File: src/rtl/mem_stage_pkg.sv
// Shared encodings for the MEM pipeline stage: access sizes, control bits, dump FSM states.
package mem_stage_pkg;

  localparam int unsigned LANE_W    = 2;
  localparam int unsigned REG_W     = 5;
  localparam int unsigned MEM_CTL_W = 3;
  localparam int unsigned WB_W      = 2;
  localparam int unsigned SZ_W      = 2;

  localparam logic [SZ_W-1:0] SZ_BYTE = 2'b00;
  localparam logic [SZ_W-1:0] SZ_HALF = 2'b01;
  localparam logic [SZ_W-1:0] SZ_WORD = 2'b11;

  localparam int unsigned MEM_RD = 2;
  localparam int unsigned MEM_WR = 1;

  typedef enum logic [1:0] {
    ST_IDLE = 2'd0,
    ST_DUMP = 2'd1,
    ST_DONE = 2'd2
  } dump_state_t;

  // Encoding 2'b10 is handled like a word access.
  function automatic logic is_misaligned(input logic [SZ_W-1:0] sz, input logic [LANE_W-1:0] lane);
    case (sz)
      SZ_BYTE: return 1'b0;
      SZ_HALF: return lane[0];
      default: return (lane != '0);
    endcase
  endfunction

endpackage

File: src/rtl/mem_stage_if.sv
// EX/MEM inputs, MEM/WB outputs and the debug memory-dump handshake of the MEM stage.
interface mem_stage_if
  import mem_stage_pkg::*;
#(
  parameter int unsigned DATA_WIDTH = 32,
  parameter int unsigned ADDR_WIDTH = 5
);

  logic                  i_start;
  logic                  i_step;
  logic [DATA_WIDTH-1:0] i_aluresult;
  logic [DATA_WIDTH-1:0] i_regB;
  logic [REG_W-1:0]      i_rd_rt;
  logic [MEM_CTL_W-1:0]  i_mem;
  logic [WB_W-1:0]       i_wb;
  logic [SZ_W-1:0]       i_sizemem;
  logic                  i_signedmem;
  logic [DATA_WIDTH-1:0] i_return_address;
  logic                  i_return;
  logic                  i_halt;
  logic                  i_dump_req;
  logic                  i_dump_ready;

  logic [DATA_WIDTH-1:0] o_readdata;
  logic [DATA_WIDTH-1:0] o_aluresult;
  logic [REG_W-1:0]      o_rd_rt;
  logic [WB_W-1:0]       o_wb;
  logic [DATA_WIDTH-1:0] o_return_address;
  logic                  o_return;
  logic                  o_halt;
  logic                  o_misaligned;
  logic                  o_dump_valid;
  logic [ADDR_WIDTH-1:0] o_dump_addr;
  logic [DATA_WIDTH-1:0] o_dump_data;
  logic                  o_dump_done;

  modport slave (
    input  i_start, i_step, i_aluresult, i_regB, i_rd_rt, i_mem, i_wb, i_sizemem,
           i_signedmem, i_return_address, i_return, i_halt, i_dump_req, i_dump_ready,
    output o_readdata, o_aluresult, o_rd_rt, o_wb, o_return_address, o_return, o_halt,
           o_misaligned, o_dump_valid, o_dump_addr, o_dump_data, o_dump_done
  );

  modport master (
    output i_start, i_step, i_aluresult, i_regB, i_rd_rt, i_mem, i_wb, i_sizemem,
           i_signedmem, i_return_address, i_return, i_halt, i_dump_req, i_dump_ready,
    input  o_readdata, o_aluresult, o_rd_rt, o_wb, o_return_address, o_return, o_halt,
           o_misaligned, o_dump_valid, o_dump_addr, o_dump_data, o_dump_done
  );

endinterface

File: src/rtl/mem_stage_data_memory.sv
// Word-organised data RAM: byte-enabled synchronous write, two asynchronous read ports.
module data_memory #(
  parameter int unsigned DATA_WIDTH = 32,
  parameter int unsigned ADDR_WIDTH = 5
) (
  input  logic                    i_clock,
  input  logic [DATA_WIDTH/8-1:0] i_be,
  input  logic [ADDR_WIDTH-1:0]   i_addr_a,
  input  logic [DATA_WIDTH-1:0]   i_wdata,
  output logic [DATA_WIDTH-1:0]   o_rdata_a,
  input  logic [ADDR_WIDTH-1:0]   i_addr_b,
  output logic [DATA_WIDTH-1:0]   o_rdata_b
);

  localparam int unsigned DEPTH     = 2 ** ADDR_WIDTH;
  localparam int unsigned NUM_BYTES = DATA_WIDTH / 8;

  logic [DATA_WIDTH-1:0] r_mem [DEPTH];

  always_ff @(posedge i_clock) begin
    for (int b = 0; b < NUM_BYTES; b++) begin
      if (i_be[b]) begin
        r_mem[i_addr_a][b*8 +: 8] <= i_wdata[b*8 +: 8];
      end
    end
  end

  assign o_rdata_a = r_mem[i_addr_a];
  assign o_rdata_b = r_mem[i_addr_b];

endmodule

File: src/rtl/mem_stage.sv
// MIPS MEM stage: sized/signed loads and stores, MEM/WB register, debug memory dump FSM.
module mem_stage
  import mem_stage_pkg::*;
#(
  parameter int unsigned DATA_WIDTH = 32,
  parameter int unsigned ADDR_WIDTH = 5
) (
  input  logic      i_clock,
  input  logic      i_reset,
  mem_stage_if.slave bus
);

  localparam int unsigned DEPTH     = 2 ** ADDR_WIDTH;
  localparam int unsigned NUM_BYTES = DATA_WIDTH / 8;

  dump_state_t             r_state;
  logic [ADDR_WIDTH-1:0]   r_dump_addr;
  logic                    r_dump_valid;
  logic                    r_dump_done;

  logic [DATA_WIDTH-1:0]   r_readdata;
  logic [DATA_WIDTH-1:0]   r_aluresult;
  logic [REG_W-1:0]        r_rd_rt;
  logic [WB_W-1:0]         r_wb;
  logic [DATA_WIDTH-1:0]   r_return_address;
  logic                    r_return;
  logic                    r_halt;
  logic                    r_misaligned;

  logic                    w_adv;
  logic [ADDR_WIDTH-1:0]   w_word_idx;
  logic [LANE_W-1:0]       w_lane;
  logic                    w_rd;
  logic                    w_wr;
  logic                    w_mis;
  logic [NUM_BYTES-1:0]    w_be;
  logic [DATA_WIDTH-1:0]   w_wdata;
  logic [DATA_WIDTH-1:0]   w_rdata_a;
  logic [DATA_WIDTH-1:0]   w_rdata_b;
  logic [7:0]              w_byte;
  logic [15:0]             w_half;
  logic [DATA_WIDTH-1:0]   w_load;
  logic [DATA_WIDTH-1:0]   w_readdata_next;
  logic                    w_unused;

  // The pipeline is frozen for the whole time the dump FSM is busy.
  assign w_adv      = bus.i_start & bus.i_step & (r_state == ST_IDLE);
  assign w_word_idx = bus.i_aluresult[ADDR_WIDTH+1:2];
  assign w_lane     = bus.i_aluresult[1:0];
  assign w_rd       = bus.i_mem[MEM_RD];
  assign w_wr       = bus.i_mem[MEM_WR];
  assign w_mis      = (w_rd | w_wr) & is_misaligned(bus.i_sizemem, w_lane);
  assign w_unused   = ^{bus.i_mem[0], bus.i_aluresult[DATA_WIDTH-1:ADDR_WIDTH+2]};

  always_comb begin
    w_be    = '0;
    w_wdata = bus.i_regB;
    case (bus.i_sizemem)
      SZ_BYTE: w_wdata = {NUM_BYTES{bus.i_regB[7:0]}};
      SZ_HALF: w_wdata = {(NUM_BYTES/2){bus.i_regB[15:0]}};
      default: w_wdata = bus.i_regB;
    endcase
    if (w_adv && w_wr && !w_mis) begin
      case (bus.i_sizemem)
        SZ_BYTE: w_be = NUM_BYTES'(1) << w_lane;
        SZ_HALF: w_be = NUM_BYTES'(2'b11) << {w_lane[1], 1'b0};
        default: w_be = '1;
      endcase
    end
  end

  data_memory #(
    .DATA_WIDTH(DATA_WIDTH),
    .ADDR_WIDTH(ADDR_WIDTH)
  ) u_data_memory (
    .i_clock  (i_clock),
    .i_be     (w_be),
    .i_addr_a (w_word_idx),
    .i_wdata  (w_wdata),
    .o_rdata_a(w_rdata_a),
    .i_addr_b (r_dump_addr),
    .o_rdata_b(w_rdata_b)
  );

  assign w_byte = w_rdata_a[{w_lane, 3'b000} +: 8];
  assign w_half = w_rdata_a[{w_lane[1], 4'b0000} +: 16];

  always_comb begin
    w_load = w_rdata_a;
    case (bus.i_sizemem)
      SZ_BYTE: w_load = bus.i_signedmem ? {{(DATA_WIDTH-8){w_byte[7]}}, w_byte}
                                        : {{(DATA_WIDTH-8){1'b0}}, w_byte};
      SZ_HALF: w_load = bus.i_signedmem ? {{(DATA_WIDTH-16){w_half[15]}}, w_half}
                                        : {{(DATA_WIDTH-16){1'b0}}, w_half};
      default: w_load = w_rdata_a;
    endcase
  end

  // A simultaneous read+write is a store only; misaligned accesses return zero.
  assign w_readdata_next = (w_rd && !w_wr && !w_mis) ? w_load : '0;

  always_ff @(posedge i_clock or posedge i_reset) begin
    if (i_reset) begin
      r_readdata       <= '0;
      r_aluresult      <= '0;
      r_rd_rt          <= '0;
      r_wb             <= '0;
      r_return_address <= '0;
      r_return         <= 1'b0;
      r_halt           <= 1'b0;
      r_misaligned     <= 1'b0;
    end else if (w_adv) begin
      r_readdata       <= w_readdata_next;
      r_aluresult      <= bus.i_aluresult;
      r_rd_rt          <= bus.i_rd_rt;
      r_wb             <= bus.i_wb;
      r_return_address <= bus.i_return_address;
      r_return         <= bus.i_return;
      r_halt           <= bus.i_halt;
      r_misaligned     <= w_mis;
    end
  end

  // Dump walks every word once; a new request is accepted only from IDLE while the pipeline is not advancing.
  always_ff @(posedge i_clock or posedge i_reset) begin
    if (i_reset) begin
      r_state      <= ST_IDLE;
      r_dump_addr  <= '0;
      r_dump_valid <= 1'b0;
      r_dump_done  <= 1'b0;
    end else begin
      case (r_state)
        ST_IDLE: begin
          if (bus.i_dump_req && !(bus.i_start && bus.i_step)) begin
            r_state      <= ST_DUMP;
            r_dump_addr  <= '0;
            r_dump_valid <= 1'b1;
          end
        end
        ST_DUMP: begin
          if (bus.i_dump_ready) begin
            if (r_dump_addr == ADDR_WIDTH'(DEPTH - 1)) begin
              r_state      <= ST_DONE;
              r_dump_valid <= 1'b0;
              r_dump_done  <= 1'b1;
            end else begin
              r_dump_addr <= r_dump_addr + ADDR_WIDTH'(1);
            end
          end
        end
        ST_DONE: begin
          r_state     <= ST_IDLE;
          r_dump_done <= 1'b0;
        end
        default: begin
          r_state      <= ST_IDLE;
          r_dump_valid <= 1'b0;
          r_dump_done  <= 1'b0;
        end
      endcase
    end
  end

  assign bus.o_readdata       = r_readdata;
  assign bus.o_aluresult      = r_aluresult;
  assign bus.o_rd_rt          = r_rd_rt;
  assign bus.o_wb             = r_wb;
  assign bus.o_return_address = r_return_address;
  assign bus.o_return         = r_return;
  assign bus.o_halt           = r_halt;
  assign bus.o_misaligned     = r_misaligned;
  assign bus.o_dump_valid     = r_dump_valid;
  assign bus.o_dump_addr      = r_dump_addr;
  assign bus.o_dump_data      = r_dump_valid ? w_rdata_b : '0;
  assign bus.o_dump_done      = r_dump_done;

endmodule

File: src/flat_wrapper.sv
// flat-port wrapper written by rule: the top's interface ports become plain ports
module mem_stage_flat import mem_stage_pkg::*;
#(
  parameter int unsigned DATA_WIDTH = 32,
  parameter int unsigned ADDR_WIDTH = 5
)
  (i_clock, i_reset, bus_i_start, bus_i_step, bus_i_aluresult, bus_i_regB, bus_i_rd_rt, bus_i_mem, bus_i_wb, bus_i_sizemem, bus_i_signedmem, bus_i_return_address, bus_i_return, bus_i_halt, bus_i_dump_req, bus_i_dump_ready, bus_o_readdata, bus_o_aluresult, bus_o_rd_rt, bus_o_wb, bus_o_return_address, bus_o_return, bus_o_halt, bus_o_misaligned, bus_o_dump_valid, bus_o_dump_addr, bus_o_dump_data, bus_o_dump_done);
  mem_stage_if #(.DATA_WIDTH(DATA_WIDTH), .ADDR_WIDTH(ADDR_WIDTH)) bus_i ();
  input  logic i_clock;
  input  logic i_reset;
  input wire logic [$bits(bus_i.i_start)-1:0] bus_i_start;
  input wire logic [$bits(bus_i.i_step)-1:0] bus_i_step;
  input wire logic [$bits(bus_i.i_aluresult)-1:0] bus_i_aluresult;
  input wire logic [$bits(bus_i.i_regB)-1:0] bus_i_regB;
  input wire logic [$bits(bus_i.i_rd_rt)-1:0] bus_i_rd_rt;
  input wire logic [$bits(bus_i.i_mem)-1:0] bus_i_mem;
  input wire logic [$bits(bus_i.i_wb)-1:0] bus_i_wb;
  input wire logic [$bits(bus_i.i_sizemem)-1:0] bus_i_sizemem;
  input wire logic [$bits(bus_i.i_signedmem)-1:0] bus_i_signedmem;
  input wire logic [$bits(bus_i.i_return_address)-1:0] bus_i_return_address;
  input wire logic [$bits(bus_i.i_return)-1:0] bus_i_return;
  input wire logic [$bits(bus_i.i_halt)-1:0] bus_i_halt;
  input wire logic [$bits(bus_i.i_dump_req)-1:0] bus_i_dump_req;
  input wire logic [$bits(bus_i.i_dump_ready)-1:0] bus_i_dump_ready;
  output wire logic [$bits(bus_i.o_readdata)-1:0] bus_o_readdata;
  output wire logic [$bits(bus_i.o_aluresult)-1:0] bus_o_aluresult;
  output wire logic [$bits(bus_i.o_rd_rt)-1:0] bus_o_rd_rt;
  output wire logic [$bits(bus_i.o_wb)-1:0] bus_o_wb;
  output wire logic [$bits(bus_i.o_return_address)-1:0] bus_o_return_address;
  output wire logic [$bits(bus_i.o_return)-1:0] bus_o_return;
  output wire logic [$bits(bus_i.o_halt)-1:0] bus_o_halt;
  output wire logic [$bits(bus_i.o_misaligned)-1:0] bus_o_misaligned;
  output wire logic [$bits(bus_i.o_dump_valid)-1:0] bus_o_dump_valid;
  output wire logic [$bits(bus_i.o_dump_addr)-1:0] bus_o_dump_addr;
  output wire logic [$bits(bus_i.o_dump_data)-1:0] bus_o_dump_data;
  output wire logic [$bits(bus_i.o_dump_done)-1:0] bus_o_dump_done;
  assign bus_i.i_start = bus_i_start;
  assign bus_i.i_step = bus_i_step;
  assign bus_i.i_aluresult = bus_i_aluresult;
  assign bus_i.i_regB = bus_i_regB;
  assign bus_i.i_rd_rt = bus_i_rd_rt;
  assign bus_i.i_mem = bus_i_mem;
  assign bus_i.i_wb = bus_i_wb;
  assign bus_i.i_sizemem = bus_i_sizemem;
  assign bus_i.i_signedmem = bus_i_signedmem;
  assign bus_i.i_return_address = bus_i_return_address;
  assign bus_i.i_return = bus_i_return;
  assign bus_i.i_halt = bus_i_halt;
  assign bus_i.i_dump_req = bus_i_dump_req;
  assign bus_i.i_dump_ready = bus_i_dump_ready;
  assign bus_o_readdata = bus_i.o_readdata;
  assign bus_o_aluresult = bus_i.o_aluresult;
  assign bus_o_rd_rt = bus_i.o_rd_rt;
  assign bus_o_wb = bus_i.o_wb;
  assign bus_o_return_address = bus_i.o_return_address;
  assign bus_o_return = bus_i.o_return;
  assign bus_o_halt = bus_i.o_halt;
  assign bus_o_misaligned = bus_i.o_misaligned;
  assign bus_o_dump_valid = bus_i.o_dump_valid;
  assign bus_o_dump_addr = bus_i.o_dump_addr;
  assign bus_o_dump_data = bus_i.o_dump_data;
  assign bus_o_dump_done = bus_i.o_dump_done;
  mem_stage #(.DATA_WIDTH(DATA_WIDTH), .ADDR_WIDTH(ADDR_WIDTH)) u_core (.i_clock(i_clock), .i_reset(i_reset), .bus(bus_i));
endmodule
File: config.mk
export PLATFORM = sky130hd
export DESIGN_NAME = mem_stage_flat
export DESIGN_NICKNAME = d
export VERILOG_FILES = /design/src/rtl/mem_stage_pkg.sv /design/src/rtl/mem_stage_if.sv /design/src/rtl/mem_stage_data_memory.sv /design/src/rtl/mem_stage.sv /design/src/flat_wrapper.sv
export SDC_FILE = /design/constraint.sdc
export NUM_CORES = 2
export LEC_CHECK = 0
export BUFFER_PORTS_ARGS = -buffer_cell sky130_fd_sc_hd__buf_2
export CAP_MARGIN = 20
export CORE_MARGIN = 2
export CORE_UTILIZATION = 60
export CTS_CLUSTER_DIAMETER = 150
export DETAILED_ROUTE_END_ITERATION = 10
export PLACE_DENSITY = 0.77
export SLEW_MARGIN = 25
export SYNTH_ARGS = -nofsm -noshare
export SYNTH_HDL_FRONTEND = slang
export SYNTH_HIERARCHICAL = 1
export SYNTH_SLANG_ARGS = --single-unit
File: constraint.sdc
create_clock -name i_clock -period 5.4 [get_ports i_clock]
set_input_delay 1.08 -clock i_clock [delete_from_list [all_inputs] [get_ports i_clock]]
set_output_delay 1.08 -clock i_clock [all_outputs]
set_load 0.02 [all_outputs]
==> reports/results.ini <==
[cells_and_area]
layoutNonFillerInstCount = 5045
n_fill_cell = 5877
fin_nets = 3897
syn2layout_area_growth_pct = 12.6
drive_above_1_share_pct = 23.4

[synth]
synthSimpleGateAreaFrac_pct = 6.35
ys_ff_latch = 1139
syn_inst = 3510
synth_mux_area_share_pct = 21.2
synth_compound_area_share_pct = 6.72
synth_area_per_cell_sq_um = 15.2
yosysUniqueCellTypes = 51
syn_area_sq_um = 53300
synth_top_family_by_area = multiplexers
yosysWarnings = 6
async_reset_ff_share_pct = 10.1
ys_seq_area_share_pct = 63.1
synthAdderAreaFrac_pct = 0.0470
synth_nets = 3629
synthXorXnorAreaFrac_pct = 0
synth_edf_count = 1024
synth_ff_type = edfxtp_1

[critical_path]
crit_chain = and2_4, buf_12, buf_4, a21oi_1, a31oi_1, nand3_1, and2_1, buf_2
setup.worst_path.end_class = primary output
critPathKind = reg -> out
crit_required_ps = 4320
cp_max_fo = 51
r2r_end = u_core/u_data_memory/r_mem[30][10]
slowest_delay_ps = 620
rr_worst_depth = 5
cp.arrival_ps = 3660
r2r_setup_slack_ps = 1880
critPathSlowestCell = and2_4
cp-start-kind = flop
rr_startpoint = u_core/r_state[0]

[clock_tree]
postCtsResizedCells = 0
cts_buffers = 113
clockRootBuffer = clkbuf_16
post_cts_buffers = 0
hold_buffers = 0
clk_path_buf_depth = 3
clkTransAtPathRegs_ps = 60
h-tree-depth = 3
clk_latency_ps = 710
clock_sinks = 1139
cts_tree = yes

[timing]
max_freq_mhz = 211
fin_crit_ps = 4740
relSlewSlack_pct = 23.4
tightest_slew_ps = 1150
setup_violations = 0
period_share_pct = 87.7
rsz0062_at_grt = false
setup_ws_ps = 663
final_hold_viol_count = 0
finalClockSkew_ps = 25.1
slew_viol_final = 0
setup_tns_ps = 0

[hold_path]
hold_path.class = reg -> reg
holdPathStages = 2
holdCritStartpoint = u_core/bus.o_return_address[7]
hold_end = u_core/bus.o_return_address[7]

[drt]
avgRoutedWirePerCell_um = 30.8
route.detailed.drc = 0
wl_um = 155000
drt-vias-per-instance = 6.97
ant_nets = 0
first_iter_violations = 4878
num_vias = 35200
drtPass1Iterations = 6

[outcome]
status = finished, final reports clean

[grt]
grt_use_total_pct = 33.8
grt_max_degree = 129
antenna_found_initial = 8
grt_pass1_vias = 33700
grt_first_pass_wirelength_um = 223000
gr-total-overflow = 0

[placed_design]
place_ws_ps = 462
routabilityCongestion = 0.923
placedCellCount = 4826
io_buffers = 260
dp_hpwl_um = 99900

[job]
max-cap-violations = 0

[power]
p_leak_nw = 21.7
total_power_mw = 26.2
ir_drop_mv = 0.424
pwr_density_cell_nw_per_um2 = 437

[floorplanning]
rows = 109
initial_utilization_pct = 60.4
dieHeight_um = 302
dieArea_sq_um = 91200
coreArea_sq_um = 88100
die_w_um = 302
pin_count = 262

[report_power, final]
group          total [mW]  internal, mW  switching (mW)
logic                8.37          3.04            5.34
clock network        7.62          4.32            3.29
registers            10.2          9.92           0.300
total                26.2          17.3            8.93
[metal layers]
layer  vias up  GRT usage (%)  part of all wire, %
met2      2615           52.5                   46
met4         2           14.6                  4.6
li1      14500              -                    -
met1     17600           45.9                   36
met5         -              0               0.0084
met3       440           8.54                   13
[final cells by class]
cell class / count / area (sq um) / area share [%]
tap: 1165 / 1460 / 2.43
inverter: 4 / 17.5 / 0.0292
timing repair buffer: 426 / 2840 / 4.73
clock inverter: 67 / 552 / 0.920
antenna: 7 / 17.5 / 0.0292
sequential: 1139 / 33600 / 56.1
clock buffer: 143 / 3020 / 5.03
multi-input combinational: 2094 / 18500 / 30.8
[worst max-delay path by stage]
stage | slack, ps | from | to | depth (start not counted)
floorplan | 1280 | i_reset | u_core/bus.o_aluresult[0] | 1
detailed placement | 460 | bus_i_aluresult[2] | u_core/bus.o_readdata[31] | 10
global route | 510 | u_core/bus.o_dump_addr[1] | bus_o_dump_data[29] | 8
finish | 660 | u_core/bus.o_dump_addr[1] | bus_o_dump_data[6] | 8
global placement | 530 | bus_i_aluresult[2] | u_core/bus.o_readdata[31] | 10
CTS | 730 | u_core/bus.o_dump_addr[0] | bus_o_dump_data[29] | 8
[state kept, by name (all words and copies together), names as in the netlist]
signal,count
u_core/bus.o_aluresult,32
u_core/bus.o_dump_addr,5
u_core/bus.o_dump_done,1
u_core/bus.o_dump_valid,1
u_core/bus.o_halt,1
u_core/bus.o_misaligned,1
u_core/bus.o_rd_rt,5
u_core/bus.o_readdata,32
u_core/bus.o_return,1
u_core/bus.o_return_address,32
u_core/bus.o_wb,2
u_core/r_state,2
u_core/u_data_memory/r_mem,1024
[critical path, delay by kind of cell, from the launching register on]
family	cells	cell delay, ps
compound gates	2	510
buf+inv	3	870
flops	1	560
simple gates	3	970
[logic make-up after synthesis]
| logic type | after synthesis |
|---|---|
| flops | 1139 |
| mux | 806 |
| simple gates | 774 |
| compound gates | 512 |
| buf+inv | 277 |
| fa+ha+maj | 2 |
[cell usage in the layout, fill, tap and decap left out, types with 3 or more instances in the layout]
master,synthesis,routed
a211oi_1,8,8
a21oi_1,119,119
a221o_1,7,7
a22o_1,64,64
a22oi_1,224,224
a31oi_1,33,33
a32o_1,8,8
and2_1,41,38
and3_1,4,3
buf_12,0,20
buf_2,75,258
buf_4,35,145
bufinv_16,0,8
clkbuf_1,137,23
clkbuf_16,0,116
clkbuf_4,0,4
clkinv_1,0,26
clkinv_2,0,26
dfrtp_1,115,113
diode_2,0,7
edfxtp_1,1024,1024
inv_1,4,3
mux2_2,16,16
mux2i_1,533,533
mux4_2,257,257
nand2_1,381,380
nand2b_1,5,3
nand3_1,105,105
nand3b_1,3,3
nand4_1,32,32
nor2_1,143,139
nor2_4,0,3
nor2b_1,10,8
nor3_1,35,34
o21ai_0,29,21
o21ai_2,10,14
o21ai_4,0,4
or3_1,3,3
[cell usage after synthesis, types with 2 or more instances]
library cell	number	share of area, %
or3_1	3	0.035
buf_1	17	0.12
inv_1	4	0.028
a31oi_1	33	0.39
o21bai_1	2	0.028
o21ai_2	10	0.16
a221o_1	7	0.13
ha_1	2	0.047
nand3b_1	3	0.042
dfrtp_1	115	5.4
a21oi_1	119	1.1
a211oi_1	8	0.11
clkbuf_1	137	0.97
a22oi_1	224	3.2
buf_6	8	0.17
and2_1	41	0.48
nand3_1	105	0.99
nand2b_1	5	0.059
or2_1	3	0.035
nor3_1	35	0.33
nor2b_1	10	0.12
mux2i_1	533	10
nor2_1	143	1.0
mux4_2	257	11
nand2_1	381	2.7
buf_4	35	0.49
buf_2	75	0.70
edfxtp_1	1024	58
nand4_1	32	0.38
o21ai_0	29	0.27
o31ai_1	2	0.028
a32o_1	8	0.15
and3_1	4	0.047
a22o_1	64	1.1
mux2_2	16	0.34
[stage by stage]
stage / utilization [%] / hold WS [ps] / area, sq um
CTS: 68.0 / 471 / 59900
detailed placement: 63.9 / 456 / 56300
global placement: 63.9 / 454 / 56300
global route: 68.1 / 486 / 60000
floorplan: - / 529 / 53300
finish: 68.1 / 471 / 60000
Power figures use the tool's default switching activity.
